--- src/rtl/fetch_stage_pkg.sv ---
// Shared types and constants for the RV32I instruction-fetch stage.
package fetch_stage_pkg;

    localparam int unsigned XLEN = 32;
    localparam logic [31:0] NOP_INSTR = 32'h0000_0013;

    typedef struct packed {
        logic [31:0]     instr;
        logic [XLEN-1:0] pc;
        logic [XLEN-1:0] pcplus4;
    } fetch_entry_s;

endpackage

--- src/rtl/fetch_stage_if.sv ---
// Instruction-memory request/response channel between fetch and imem.
interface fetch_stage_if #(
    parameter int unsigned XLEN = 32
);
    logic            imem_req_valid;
    logic            imem_req_ready;
    logic [XLEN-1:0] imem_req_addr;
    logic            imem_rsp_valid;
    logic [31:0]     imem_rsp_data;

    modport master (
        output imem_req_valid,
        output imem_req_addr,
        input  imem_req_ready,
        input  imem_rsp_valid,
        input  imem_rsp_data
    );

    modport slave (
        input  imem_req_valid,
        input  imem_req_addr,
        output imem_req_ready,
        output imem_rsp_valid,
        output imem_rsp_data
    );
endinterface

--- src/rtl/fetch_stage_queue.sv ---
// Small synchronous FIFO (module fetch_queue): push/pop/flush with occupancy count.
// Push while full is accepted only when a pop frees the head slot in the same cycle.
module fetch_queue #(
    parameter int unsigned WIDTH = 32,
    parameter int unsigned DEPTH = 2
) (
    input  logic                     clk,
    input  logic                     rst,
    input  logic                     push,
    input  logic                     pop,
    input  logic                     flush,
    input  logic [WIDTH-1:0]         wdata,
    output logic [WIDTH-1:0]         rdata,
    output logic                     full,
    output logic                     empty,
    output logic [$clog2(DEPTH):0]   count
);
    localparam int unsigned AW = $clog2(DEPTH);

    logic [WIDTH-1:0] mem_q [DEPTH];
    logic [AW-1:0]    wptr_q, rptr_q;
    logic [AW:0]      count_q;
    logic             do_push, do_pop;

    assign empty   = (count_q == '0);
    assign full    = (count_q == (AW+1)'(DEPTH));
    assign count   = count_q;
    assign rdata   = mem_q[rptr_q];
    assign do_pop  = pop && !empty;
    assign do_push = push && (!full || do_pop);

    always_ff @(posedge clk or negedge rst) begin
        if (!rst) begin
            wptr_q  <= '0;
            rptr_q  <= '0;
            count_q <= '0;
        end else if (flush) begin
            wptr_q  <= '0;
            rptr_q  <= '0;
            count_q <= '0;
        end else begin
            if (do_push) wptr_q <= wptr_q + 1'b1;
            if (do_pop)  rptr_q <= rptr_q + 1'b1;
            unique case ({do_push, do_pop})
                2'b10:   count_q <= count_q + 1'b1;
                2'b01:   count_q <= count_q - 1'b1;
                default: count_q <= count_q;
            endcase
        end
    end

    always_ff @(posedge clk) begin
        if (do_push) mem_q[wptr_q] <= wdata;
    end
endmodule

--- src/rtl/fetch_stage.sv ---
// RV32I IF stage: PC register, credit-limited imem requests, instruction queue, IF/ID register.
// Optional perf counters perf_fetched/perf_dropped are built when FETCH_PERF_EN is defined.
module fetch_stage #(
    parameter int unsigned    XLEN     = fetch_stage_pkg::XLEN,
    parameter logic [XLEN-1:0] RESET_PC = '0,
    parameter int unsigned    QDEPTH   = 2
) (
    input  logic              clk,
    input  logic              rst,
    input  logic              StallF,
    input  logic              StallD,
    input  logic              FlushD,
    input  logic              PCSrcE,
    input  logic [XLEN-1:0]   PCTargetE,
    fetch_stage_if.master     imem,
    output logic [XLEN-1:0]   PCF,
    output logic              ValidD,
    output logic [31:0]       InstrD,
    output logic [XLEN-1:0]   PCD,
    output logic [XLEN-1:0]   PCPlus4D
`ifdef FETCH_PERF_EN
    ,
    output logic [31:0]       perf_fetched,
    output logic [31:0]       perf_dropped
`endif
);
    import fetch_stage_pkg::*;

    localparam int unsigned CW = $clog2(QDEPTH) + 1;

    logic [CW-1:0]   outstanding_q, outstanding_d, drop_cnt_q, drop_cnt_d;
    logic [CW-1:0]   iq_count, tag_count;
    logic [CW:0]     inflight;
    logic            req_fire, rsp_keep, rsp_drop, iq_pop, iq_empty, iq_full;
    logic            tag_full, tag_empty;
    logic [XLEN-1:0] tag_pc, pcf_d;
    fetch_entry_s    iq_wdata, iq_head;
    logic            unused_sig;

    // Queue slots are reserved at issue time, so a response never finds the queue full.
    assign inflight = {1'b0, outstanding_q} + {1'b0, drop_cnt_q} + {1'b0, iq_count};
    assign imem.imem_req_valid = rst && !StallF && !PCSrcE && (inflight < (CW+1)'(QDEPTH));
    assign imem.imem_req_addr  = PCF;
    assign req_fire = imem.imem_req_valid && imem.imem_req_ready;
    assign rsp_drop = imem.imem_rsp_valid && (drop_cnt_q != '0);
    assign rsp_keep = imem.imem_rsp_valid && (drop_cnt_q == '0);
    assign iq_pop   = !FlushD && !StallD && !iq_empty;

    assign iq_wdata = '{instr: imem.imem_rsp_data, pc: tag_pc, pcplus4: tag_pc + XLEN'(4)};

    fetch_queue #(.WIDTH(XLEN), .DEPTH(QDEPTH)) u_tag_fifo (
        .clk   (clk),
        .rst   (rst),
        .push  (req_fire),
        .pop   (imem.imem_rsp_valid),
        .flush (1'b0),
        .wdata (PCF),
        .rdata (tag_pc),
        .full  (tag_full),
        .empty (tag_empty),
        .count (tag_count)
    );

    fetch_queue #(.WIDTH($bits(fetch_entry_s)), .DEPTH(QDEPTH)) u_instr_q (
        .clk   (clk),
        .rst   (rst),
        .push  (rsp_keep),
        .pop   (iq_pop),
        .flush (PCSrcE),
        .wdata (iq_wdata),
        .rdata (iq_head),
        .full  (iq_full),
        .empty (iq_empty),
        .count (iq_count)
    );

    assign unused_sig = ^{tag_full, tag_empty, tag_count, iq_full, PCTargetE[1:0]};

    always_comb begin
        outstanding_d = outstanding_q + CW'(req_fire) - CW'(rsp_keep);
        drop_cnt_d    = drop_cnt_q - CW'(rsp_drop);
        pcf_d         = req_fire ? PCF + XLEN'(4) : PCF;
        if (PCSrcE) begin
            // Everything still in flight is wrong-path; a response kept this cycle is flushed.
            outstanding_d = '0;
            drop_cnt_d    = drop_cnt_q + outstanding_q - CW'(rsp_keep) - CW'(rsp_drop);
            pcf_d         = {PCTargetE[XLEN-1:2], 2'b00};
        end
    end

    always_ff @(posedge clk or negedge rst) begin
        if (!rst) begin
            PCF           <= RESET_PC;
            outstanding_q <= '0;
            drop_cnt_q    <= '0;
        end else begin
            PCF           <= pcf_d;
            outstanding_q <= outstanding_d;
            drop_cnt_q    <= drop_cnt_d;
        end
    end

    always_ff @(posedge clk or negedge rst) begin
        if (!rst) begin
            ValidD   <= 1'b0;
            InstrD   <= NOP_INSTR;
            PCD      <= '0;
            PCPlus4D <= '0;
        end else if (FlushD) begin
            ValidD <= 1'b0;
            InstrD <= NOP_INSTR;
        end else if (StallD) begin
            ValidD <= ValidD;
        end else if (!iq_empty) begin
            ValidD   <= 1'b1;
            InstrD   <= iq_head.instr;
            PCD      <= iq_head.pc;
            PCPlus4D <= iq_head.pcplus4;
        end else begin
            ValidD <= 1'b0;
            InstrD <= NOP_INSTR;
        end
    end

`ifdef FETCH_PERF_EN
    logic [31:0] flushed_n;

    assign flushed_n = PCSrcE ? 32'(iq_count) - 32'(iq_pop) + 32'(rsp_keep) : 32'd0;

    always_ff @(posedge clk or negedge rst) begin
        if (!rst) begin
            perf_fetched <= '0;
            perf_dropped <= '0;
        end else begin
            perf_fetched <= perf_fetched + 32'(iq_pop);
            perf_dropped <= perf_dropped + 32'(rsp_drop) + flushed_n;
        end
    end
`endif
endmodule

--- src/flat_wrapper.sv ---
// flat-port wrapper written by rule: the top's interface ports become plain ports
module fetch_stage_flat import fetch_stage_pkg::*;
#(
    parameter int unsigned    XLEN     = fetch_stage_pkg::XLEN,
    parameter logic [XLEN-1:0] RESET_PC = '0,
    parameter int unsigned    QDEPTH   = 2
)
  (clk, rst, StallF, StallD, FlushD, PCSrcE, PCTargetE, PCF, ValidD, InstrD, PCD, PCPlus4D, imem_imem_req_valid, imem_imem_req_addr, imem_imem_req_ready, imem_imem_rsp_valid, imem_imem_rsp_data);
  fetch_stage_if #(.XLEN(XLEN)) imem_i ();
  input  logic clk;
  input  logic rst;
  input  logic StallF;
  input  logic StallD;
  input  logic FlushD;
  input  logic PCSrcE;
  input  logic [XLEN-1:0] PCTargetE;
  output logic [XLEN-1:0] PCF;
  output logic ValidD;
  output logic [31:0] InstrD;
  output logic [XLEN-1:0] PCD;
  output logic [XLEN-1:0] PCPlus4D;
  output wire logic [$bits(imem_i.imem_req_valid)-1:0] imem_imem_req_valid;
  output wire logic [$bits(imem_i.imem_req_addr)-1:0] imem_imem_req_addr;
  input wire logic [$bits(imem_i.imem_req_ready)-1:0] imem_imem_req_ready;
  input wire logic [$bits(imem_i.imem_rsp_valid)-1:0] imem_imem_rsp_valid;
  input wire logic [$bits(imem_i.imem_rsp_data)-1:0] imem_imem_rsp_data;
  assign imem_imem_req_valid = imem_i.imem_req_valid;
  assign imem_imem_req_addr = imem_i.imem_req_addr;
  assign imem_i.imem_req_ready = imem_imem_req_ready;
  assign imem_i.imem_rsp_valid = imem_imem_rsp_valid;
  assign imem_i.imem_rsp_data = imem_imem_rsp_data;
  fetch_stage #(.XLEN(XLEN), .RESET_PC(RESET_PC), .QDEPTH(QDEPTH)) u_core (.clk(clk), .rst(rst), .StallF(StallF), .StallD(StallD), .FlushD(FlushD), .PCSrcE(PCSrcE), .PCTargetE(PCTargetE), .imem(imem_i), .PCF(PCF), .ValidD(ValidD), .InstrD(InstrD), .PCD(PCD), .PCPlus4D(PCPlus4D));
endmodule
--- config.mk ---
export PLATFORM = sky130hd
export DESIGN_NAME = fetch_stage_flat
export DESIGN_NICKNAME = d
export VERILOG_FILES = /design/src/rtl/fetch_stage_pkg.sv /design/src/rtl/fetch_stage_if.sv /design/src/rtl/fetch_stage_queue.sv /design/src/rtl/fetch_stage.sv /design/src/flat_wrapper.sv
export SDC_FILE = /design/constraint.sdc
export NUM_CORES = 1
export LEC_CHECK = 0
export BUFFER_PORTS_ARGS = -buffer_cell sky130_fd_sc_hd__buf_4
export CAP_MARGIN = 20
export CORE_AREA = 3 3 167 169
export CTS_BUF_LIST = sky130_fd_sc_hd__clkbuf_8
export CTS_CLUSTER_DIAMETER = 50
export DETAILED_ROUTE_END_ITERATION = 6
export DIE_AREA = 0 0 170 172
export PLACE_DENSITY_LB_ADDON = 0.12
export SLEW_MARGIN = 25
export SYNTH_ARGS = -nofsm -noshare
export SYNTH_HDL_FRONTEND = slang
export SYNTH_SLANG_ARGS = --single-unit
--- constraint.sdc ---
create_clock -name clk -period 6 [get_ports clk]
set_input_delay 0.3 -clock clk [delete_from_list [all_inputs] [get_ports clk]]
set_output_delay 0.3 -clock clk [all_outputs]
set_load 0.02 [all_outputs]
Word level (Yosys, flattened, before mapping)

Memories as Yosys holds them, arrays and structs flattened.
Cells that the tools add are included.

Add/sub/neg operators: 18
Multiply operators: 0
Divide/modulo/power cells: 0
$lt $le $gt $ge: 1
Equality and inequality tests: 7
Shift operators: 0
Multiplexer cells: 21
Bitwise operators: 3
Reduce and logical (&&, ||, !) cells: 32

Operator list:

| kind                                                | count |
|---|---|
| two-way mux 32 bit                                  | 5 |
| adder 32 x 3 -> 32 bit (second input constant)      | 2 |
| logical AND 1 bit                                   | 12 |
| two-way mux 1 bit                                   | 11 |
| nonzero test 2 bit                                  | 5 |
| == test 2 bit (second input constant)               | 4 |
| logical NOT 1 bit                                   | 8 |
| one-hot mux 2 bit (2 select lines)                  | 2 |
| subtractor 2 x 1 -> 2 bit                           | 4 |
| logical NOT 2 bit                                   | 3 |
| two-way mux 2 bit                                   | 3 |
| adder 1 bit (second input constant)                 | 4 |
| adder 2 x 1 -> 2 bit (second input constant)        | 2 |
| == test 2 x 1 -> 1 bit (second input constant)      | 2 |
| subtractor 2 x 1 -> 2 bit (second input constant)   | 2 |
| adder 2 x 2 -> 3 bit                                | 1 |
| adder 3 x 2 -> 3 bit                                | 1 |
| < comparator 3 x 2 -> 1 bit (second input constant) | 1 |
| NOT 1 bit                                           | 3 |
| AND reduction 3 bit                                 | 1 |
| nonzero test 3 bit                                  | 1 |
| adder 2 x 1 -> 2 bit                                | 1 |
| adder 2 bit                                         | 1 |
| logical OR 1 bit                                    | 2 |
| != test 2 x 1 -> 1 bit (second input constant)      | 1 |

Flip-flop bits (word level): 141
Bits in latches: 0
Bits in writable memories: 256
Memory bits (read-only): 0
Input bits: 72
Output and inout bits: 162
Logic and storage cells: 97
Memories: 2

Memory list:

| memory                  | words | bits a word | read ports | clocked after Yosys merged registers in | wr ports | line                    | text |
|---|---|---|---|---|---|---|---|
| u_core.u_instr_q.mem_q  | 2     | 96          | 1          | 0                                       | 1        | fetch_stage_queue.sv:20 | `logic [WIDTH-1:0] mem_q [DEPTH];` |
| u_core.u_tag_fifo.mem_q | 2     | 32          | 1          | 0                                       | 1        | fetch_stage_queue.sv:20 |  |

Depth between registers and ports, before layout

Word-level depth: 9
Gate-level depth with buffers: 11
Gate-level depth less buffers: 10

By module

Synthesis repeated with hierarchy kept, for this count alone.

Cell total of the unflattened synthesis: 1140
Area total of the unflattened synthesis: 16228.1 µm²

Modules (own cells, without submodules):

| module                          | instances | cells each | area each (µm²) | seq. area each (µm²) |
|---|---|---|---|---|
| fetch_queue (u_core.u_instr_q)  | 1         | 325        | 7185.6          | 5865.6 |
| fetch_stage                     | 1         | 689        | 6502.5          | 3281.9 |
| fetch_queue (u_core.u_tag_fifo) | 1         | 126        | 2539.9          | 2021.9 |

Worst setup path before layout

Ideal clock, no wire load.

Path kind: reg-to-reg
Start: register u_core.drop_cnt_q[1]
End: memory u_core.u_instr_q.mem_q[0][10] in the netlist's numbering (enable)
Setup time: 0.544 ns
Arrival: 4.883 ns
Required time: 5.456 ns
Slack: 0.573 ns
Stages on the path, launching flop included: 4
Path buffers: 0
Clock period less this slack: 5.427 ns
Cells stage by stage: dfrtp_1 > nor3b_1 > o31ai_1 > nor2_1

Cells in the longest elaborated chain, start to end: 5

Ends and longest elaborated chain:

| what                                    | line                    | text |
|---|---|---|
| start, declared                         | fetch_stage.sv:31       | `logic [CW-1:0] outstanding_q, outstanding_d, drop_cnt_q, drop_cnt_d;` |
| start signal, assigned                  | fetch_stage.sv:99       | `drop_cnt_q <= drop_cnt_d;` |
| logical NOT 2 bit                       | fetch_stage.sv:46       | `assign rsp_keep = imem.imem_rsp_valid && (drop_cnt_q == '0);` |
| logical AND 1 bit                       | fetch_stage.sv:46       |  |
| logical AND 1 bit                       | fetch_stage_queue.sv:30 | `assign do_push = push && (!full \|\| do_pop);` |
| two-way mux 1 bit                       | fetch_stage_queue.sv:53 | `if (do_push) mem_q[wptr_q] <= wdata;` |
| two-way mux 1 bit (implied by the code) | fetch_stage_queue.sv:53 |  |
| end, declared                           | fetch_stage_queue.sv:20 |  |

Every way passes these cells.

Final worst setup path

Start: register u_core.u_instr_q.count_q[1], in the netlist u_core.u_instr_q.count[1]
End: memory u_core.u_tag_fifo.mem_q[0][17] (enable)

Cells in the longest elaborated chain, start to end: 7

Ends and longest elaborated chain:

| what                                    | line                    | text |
|---|---|---|
| start, declared                         | fetch_stage_queue.sv:22 | `logic [AW:0] count_q;` |
| start signal, assigned                  | fetch_stage_queue.sv:45 | `2'b10: count_q <= count_q + 1'b1;` |
| start signal, assigned                  | fetch_stage_queue.sv:46 | `2'b01: count_q <= count_q - 1'b1;` |
| start signal, assigned                  | fetch_stage_queue.sv:47 | `default: count_q <= count_q;` |
| adder 3 x 2 -> 3 bit                    | fetch_stage.sv:41       | `assign inflight = {1'b0, outstanding_q} + {1'b0, drop_cnt_q} + {1'b0, iq_count};` |
| < comparator 3 x 2 -> 1 bit             | fetch_stage.sv:42       | `assign imem.imem_req_valid = rst && !StallF && !PCSrcE && (inflight < (CW+1)'(QDEPTH));` |
| logical AND 1 bit                       | fetch_stage.sv:42       |  |
| logical AND 1 bit                       | fetch_stage.sv:44       | `assign req_fire = imem.imem_req_valid && imem.imem_req_ready;` |
| logical AND 1 bit                       | fetch_stage_queue.sv:30 |  |
| two-way mux 1 bit                       | fetch_stage_queue.sv:53 |  |
| two-way mux 1 bit (implied by the code) | fetch_stage_queue.sv:53 |  |
| end, declared                           | fetch_stage_queue.sv:20 |  |

Every way passes these cells.

==> results.sh <==
export IMPL_run_status="completed"
export IMPL_hpwl_mm=20.5
export IMPL_cts_buffer_depth=3
export IMPL_fin_skew_ns=0.0244
export IMPL_r2r_start="u_core.u_instr_q.count[1]$_DFFE_PN0P_"
export IMPL_synth_edf_count=244
export IMPL_setup_tns_ns=0
export IMPL_synth_xor_area_frac=0.0243
export IMPL_syn_to_final_growth_pct=22.8
export IMPL_place_inst=1631
export IMPL_routedWlPerCell_um=17.6
export IMPL_most_common_layout_cells="edfxtp_1 (244), buf_4 (234), nand2_1 (148), dfrtp_1 (130), o21ai_0 (119)"
export IMPL_fill_cells=1826
export IMPL_rows=60
export IMPL_wl_mm=31.8
export IMPL_use_met1=0.299
export IMPL_swShare=0.316
export IMPL_setup_violations=0
export IMPL_n_antenna_cell=0
export IMPL_synthDistinctLibCells=59
export IMPL_synth_compound_area_frac=0.0657
export IMPL_min_from="StallD"
export IMPL_power_leakage_nw=7.59
export IMPL_pwr_share_seq=0.484
export IMPL_drive_gt1_frac=0.239
export IMPL_vias=9729
export IMPL_cpLargestDelayFamily="buffers and inverters"
export IMPL_worstPathMaxFanout=30
export IMPL_yosys_register_bits=379
export IMPL_finalCritPeriodShare=0.666
export IMPL_top_usage_layer="met2"
export IMPL_regToRegEndpoint="u_core.u_tag_fifo.mem_q[0][17]$_DFFE_PP_"
export IMPL_drc=0
export IMPL_worstSetupPathType="reg2reg"
export IMPL_mostFrequentLayoutCell="edfxtp_1"
export IMPL_synth_top_family_by_area="simple AND/OR/NAND/NOR gates"
export IMPL_use_met2=0.350
export IMPL_drt_pass1_iterations=4
export IMPL_grt_pass1_wl_mm=50.3
export IMPL_ys_flop_type="edfxtp_1"
export IMPL_yosys_area_top_type="edfxtp_1"
export IMPL_slowest_stage="inv_1"
export IMPL_initial_utilization=0.580
export IMPL_holdPathStages=3
export IMPL_r2r_cells=11
export IMPL_clkTransAtPathRegs_ns=0.06
export IMPL_netlist_instances=1131
export IMPL_cts_made_buffers=57
export IMPL_synth_mux_area_frac=0.0818
export IMPL_pwr_share_clk=0.252
export IMPL_grt_max_degree=87
export IMPL_gp_congestion=0.855
export IMPL_p_sw_mw=2.42
export IMPL_synthAdderAreaFrac=0.00984
export IMPL_ant_nets=0
export IMPL_power_mw=7.68
export IMPL_p_per_area_nw_per_um2=403
export IMPL_avgSynthCellArea_um2=13.7
export IMPL_avgViaCountPerCell=5.40
export IMPL_grt_pass1_vias=9616
export IMPL_synth_top_cell_area_share=0.472
export IMPL_chipHeight_um=172
export IMPL_crit_arrival_ns=4.21
export IMPL_p_comb_frac=0.264
export IMPL_cpMostUsedCell="inv_1"
export IMPL_rsz0062_at_grt="false"
export IMPL_io_buffer_count=223
export IMPL_ys_warn_count=0
export IMPL_gr_usage_met3=0.0469
export IMPL_hold_end="u_core.InstrD[4]$_DFFE_PN1P_"
export IMPL_p_int_mw=5.25
export IMPL_hold_path_class="in2reg"
export IMPL_worst_setup_path_start_kind="register"
export IMPL_grt_usage=0.215
export IMPL_slowest_delay_ns=0.62
export IMPL_htree_levels=2
export IMPL_die_area_um2=29200
export IMPL_crit_buf_inv=5
export IMPL_post_route_min_period_ns=4.00
export IMPL_postCtsSetupBuffers=0
export IMPL_antenna_found_initial=0
export IMPL_syn_area_um2=15500
export IMPL_worstMarginPinSlew_ns=0.915
export IMPL_max_freq_mhz=250
export IMPL_drt_iter0_markers=614
export IMPL_cts_sinks=379
export IMPL_cp_required_ns=6.22
export IMPL_reg2reg_slack_ns=2.00
export IMPL_grt_ovfl_total=0
export IMPL_slew_viol_final=0
export IMPL_cts_resized=0
export IMPL_async_reset_ff_frac=0.356
export IMPL_finalHoldViolCount=0
export IMPL_relSlewSlack=0.385
export IMPL_insertion_delay_ns=0.58
export IMPL_fin_nets=1496
export IMPL_synth_seq_area_share=0.691
export IMPL_peakVddDrop_uv=173
export IMPL_fin_cells=1802
export IMPL_core_um2=26700
export IMPL_crit_chain="inv_1 -> fa_1 -> inv_1 -> ha_1 -> nor4b_1 -> nand3_1 -> buf_4 -> inv_1 -> o21ai_0 -> nor2_2 -> buf_4"
export IMPL_ioPinCount=234
export IMPL_synth_simple_gate_area_frac=0.0897
export IMPL_fp_dieW_um=170
export IMPL_root_buffer="clkbuf_8"
export IMPL_synthTopCellsByArea="edfxtp_1 (47%), dfrtp_1 (21%), mux2i_1 (6.6%), o21ai_0 (3.9%), nand2_1 (3.6%)"
export IMPL_postCtsHoldBufs=64
export IMPL_holdWs_ns=0.106
export IMPL_cts_tree="done"
export IMPL_worst_setup_path_end_kind="register"
export IMPL_maxCapViolCount=0
==> power by group through the flow <==
stage	Sequential, mW	Clock (mW)	Combinational [mW]
after global routing	3.76	2.12	2.23
after detailed placement	3.76	0	2.01
after global placement	3.76	0	1.95
after floorplan	3.96	0	1.03
final	3.71	1.94	2.03
after CTS	3.71	1.99	2.05
==> tightest hold or removal path, stage by stage <==
cell	delay, ns
buf_4	0.09
nand2b_1	0.09
o22a_1	0.20
==> kinds of logic after synthesis <==
family	count (synthesis)
xor+xnor	43
other cells	1
fa+ha+maj	11
compound gates	174
flops	379
mux	124
buf+inv	109
simple gates	290
==> synthesized netlist by cell type, drive strengths merged (3+ instances only) <==
library cell / n
a21oi: 5
a22oi: 6
a31oi: 5
and2: 5
and3: 7
buf: 56
clkbuf: 29
dfrtp: 132
dfstp: 3
edfxtp: 244
ha: 9
inv: 23
mux2: 22
mux2i: 102
nand2: 148
nand2b: 4
nand3: 39
nand3b: 7
nand4: 15
nand4b: 3
nor2: 29
nor2b: 3
nor3: 11
nor3b: 4
nor4: 6
o211ai: 10
o21ai: 120
o22a: 4
o311ai: 11
xnor2: 25
xor2: 18
==> registers in the layout, summed over array words and instances, names as in the netlist, 2 cells and up <==
name,count
u_core.PCD,30
u_core.u_tag_fifo.count,2
u_core.PCF,30
u_core.u_tag_fifo.mem_q,60
u_core.drop_cnt_q,2
u_core.outstanding_q,2
u_core.u_instr_q.mem_q,184
u_core.u_instr_q.count,2
u_core.InstrD,32
u_core.PCPlus4D,30
==> area by class of cell <==
type	count	area (µm²)	area share
Inverter	24	90.1	0.00473
Multi-Input combinational cell	650	4270	0.224
Timing Repair Buffer	301	2450	0.129
Clock inverter	42	193	0.0101
Tap cell	341	427	0.0224
Clock buffer	65	895	0.0470
Sequential cell	379	10700	0.563
==> worst max-delay path by stage <==
stage / to / depth (start not counted) / slack, ns / startpoint
2_1_floorplan: u_core.u_instr_q.mem_q[0][10]$_DFFE_PP_ / 3 / 0.57 / u_core.drop_cnt_q[1]$_DFF_PN0_
3_3_place_gp: u_core.u_tag_fifo.mem_q[1][20]$_DFFE_PP_ / 11 / 2.08 / u_core.u_instr_q.count[1]$_DFFE_PN0P_
3_5_place_dp: u_core.u_tag_fifo.mem_q[1][22]$_DFFE_PP_ / 11 / 2.00 / u_core.u_instr_q.count[1]$_DFFE_PN0P_
4_1_cts: u_core.u_tag_fifo.mem_q[1][19]$_DFFE_PP_ / 11 / 1.96 / u_core.u_instr_q.count[1]$_DFFE_PN0P_
5_1_grt: u_core.u_tag_fifo.mem_q[0][17]$_DFFE_PP_ / 11 / 1.73 / u_core.drop_cnt_q[1]$_DFF_PN0_
6_report: u_core.u_tag_fifo.mem_q[0][17]$_DFFE_PP_ / 11 / 2.00 / u_core.u_instr_q.count[1]$_DFFE_PN0P_
==> per-stage QoR <==
stage	area (µm²)	setup WS (ns)	util
floorplan	15500	0.573	-
global placement	17300	2.08	0.646
detailed placement	17300	2.00	0.648
CTS	19000	1.96	0.712
global route	19000	1.73	0.712
finish	19000	2.00	0.712
==> layer usage <==
metal  part of all wire  routed length (µm)
met5                  0                   0
met4              0.019                 590
met3              0.069                2210
met2               0.47               14900
met1               0.44               14100
Note: power is estimated with default switching activity, not from simulation.
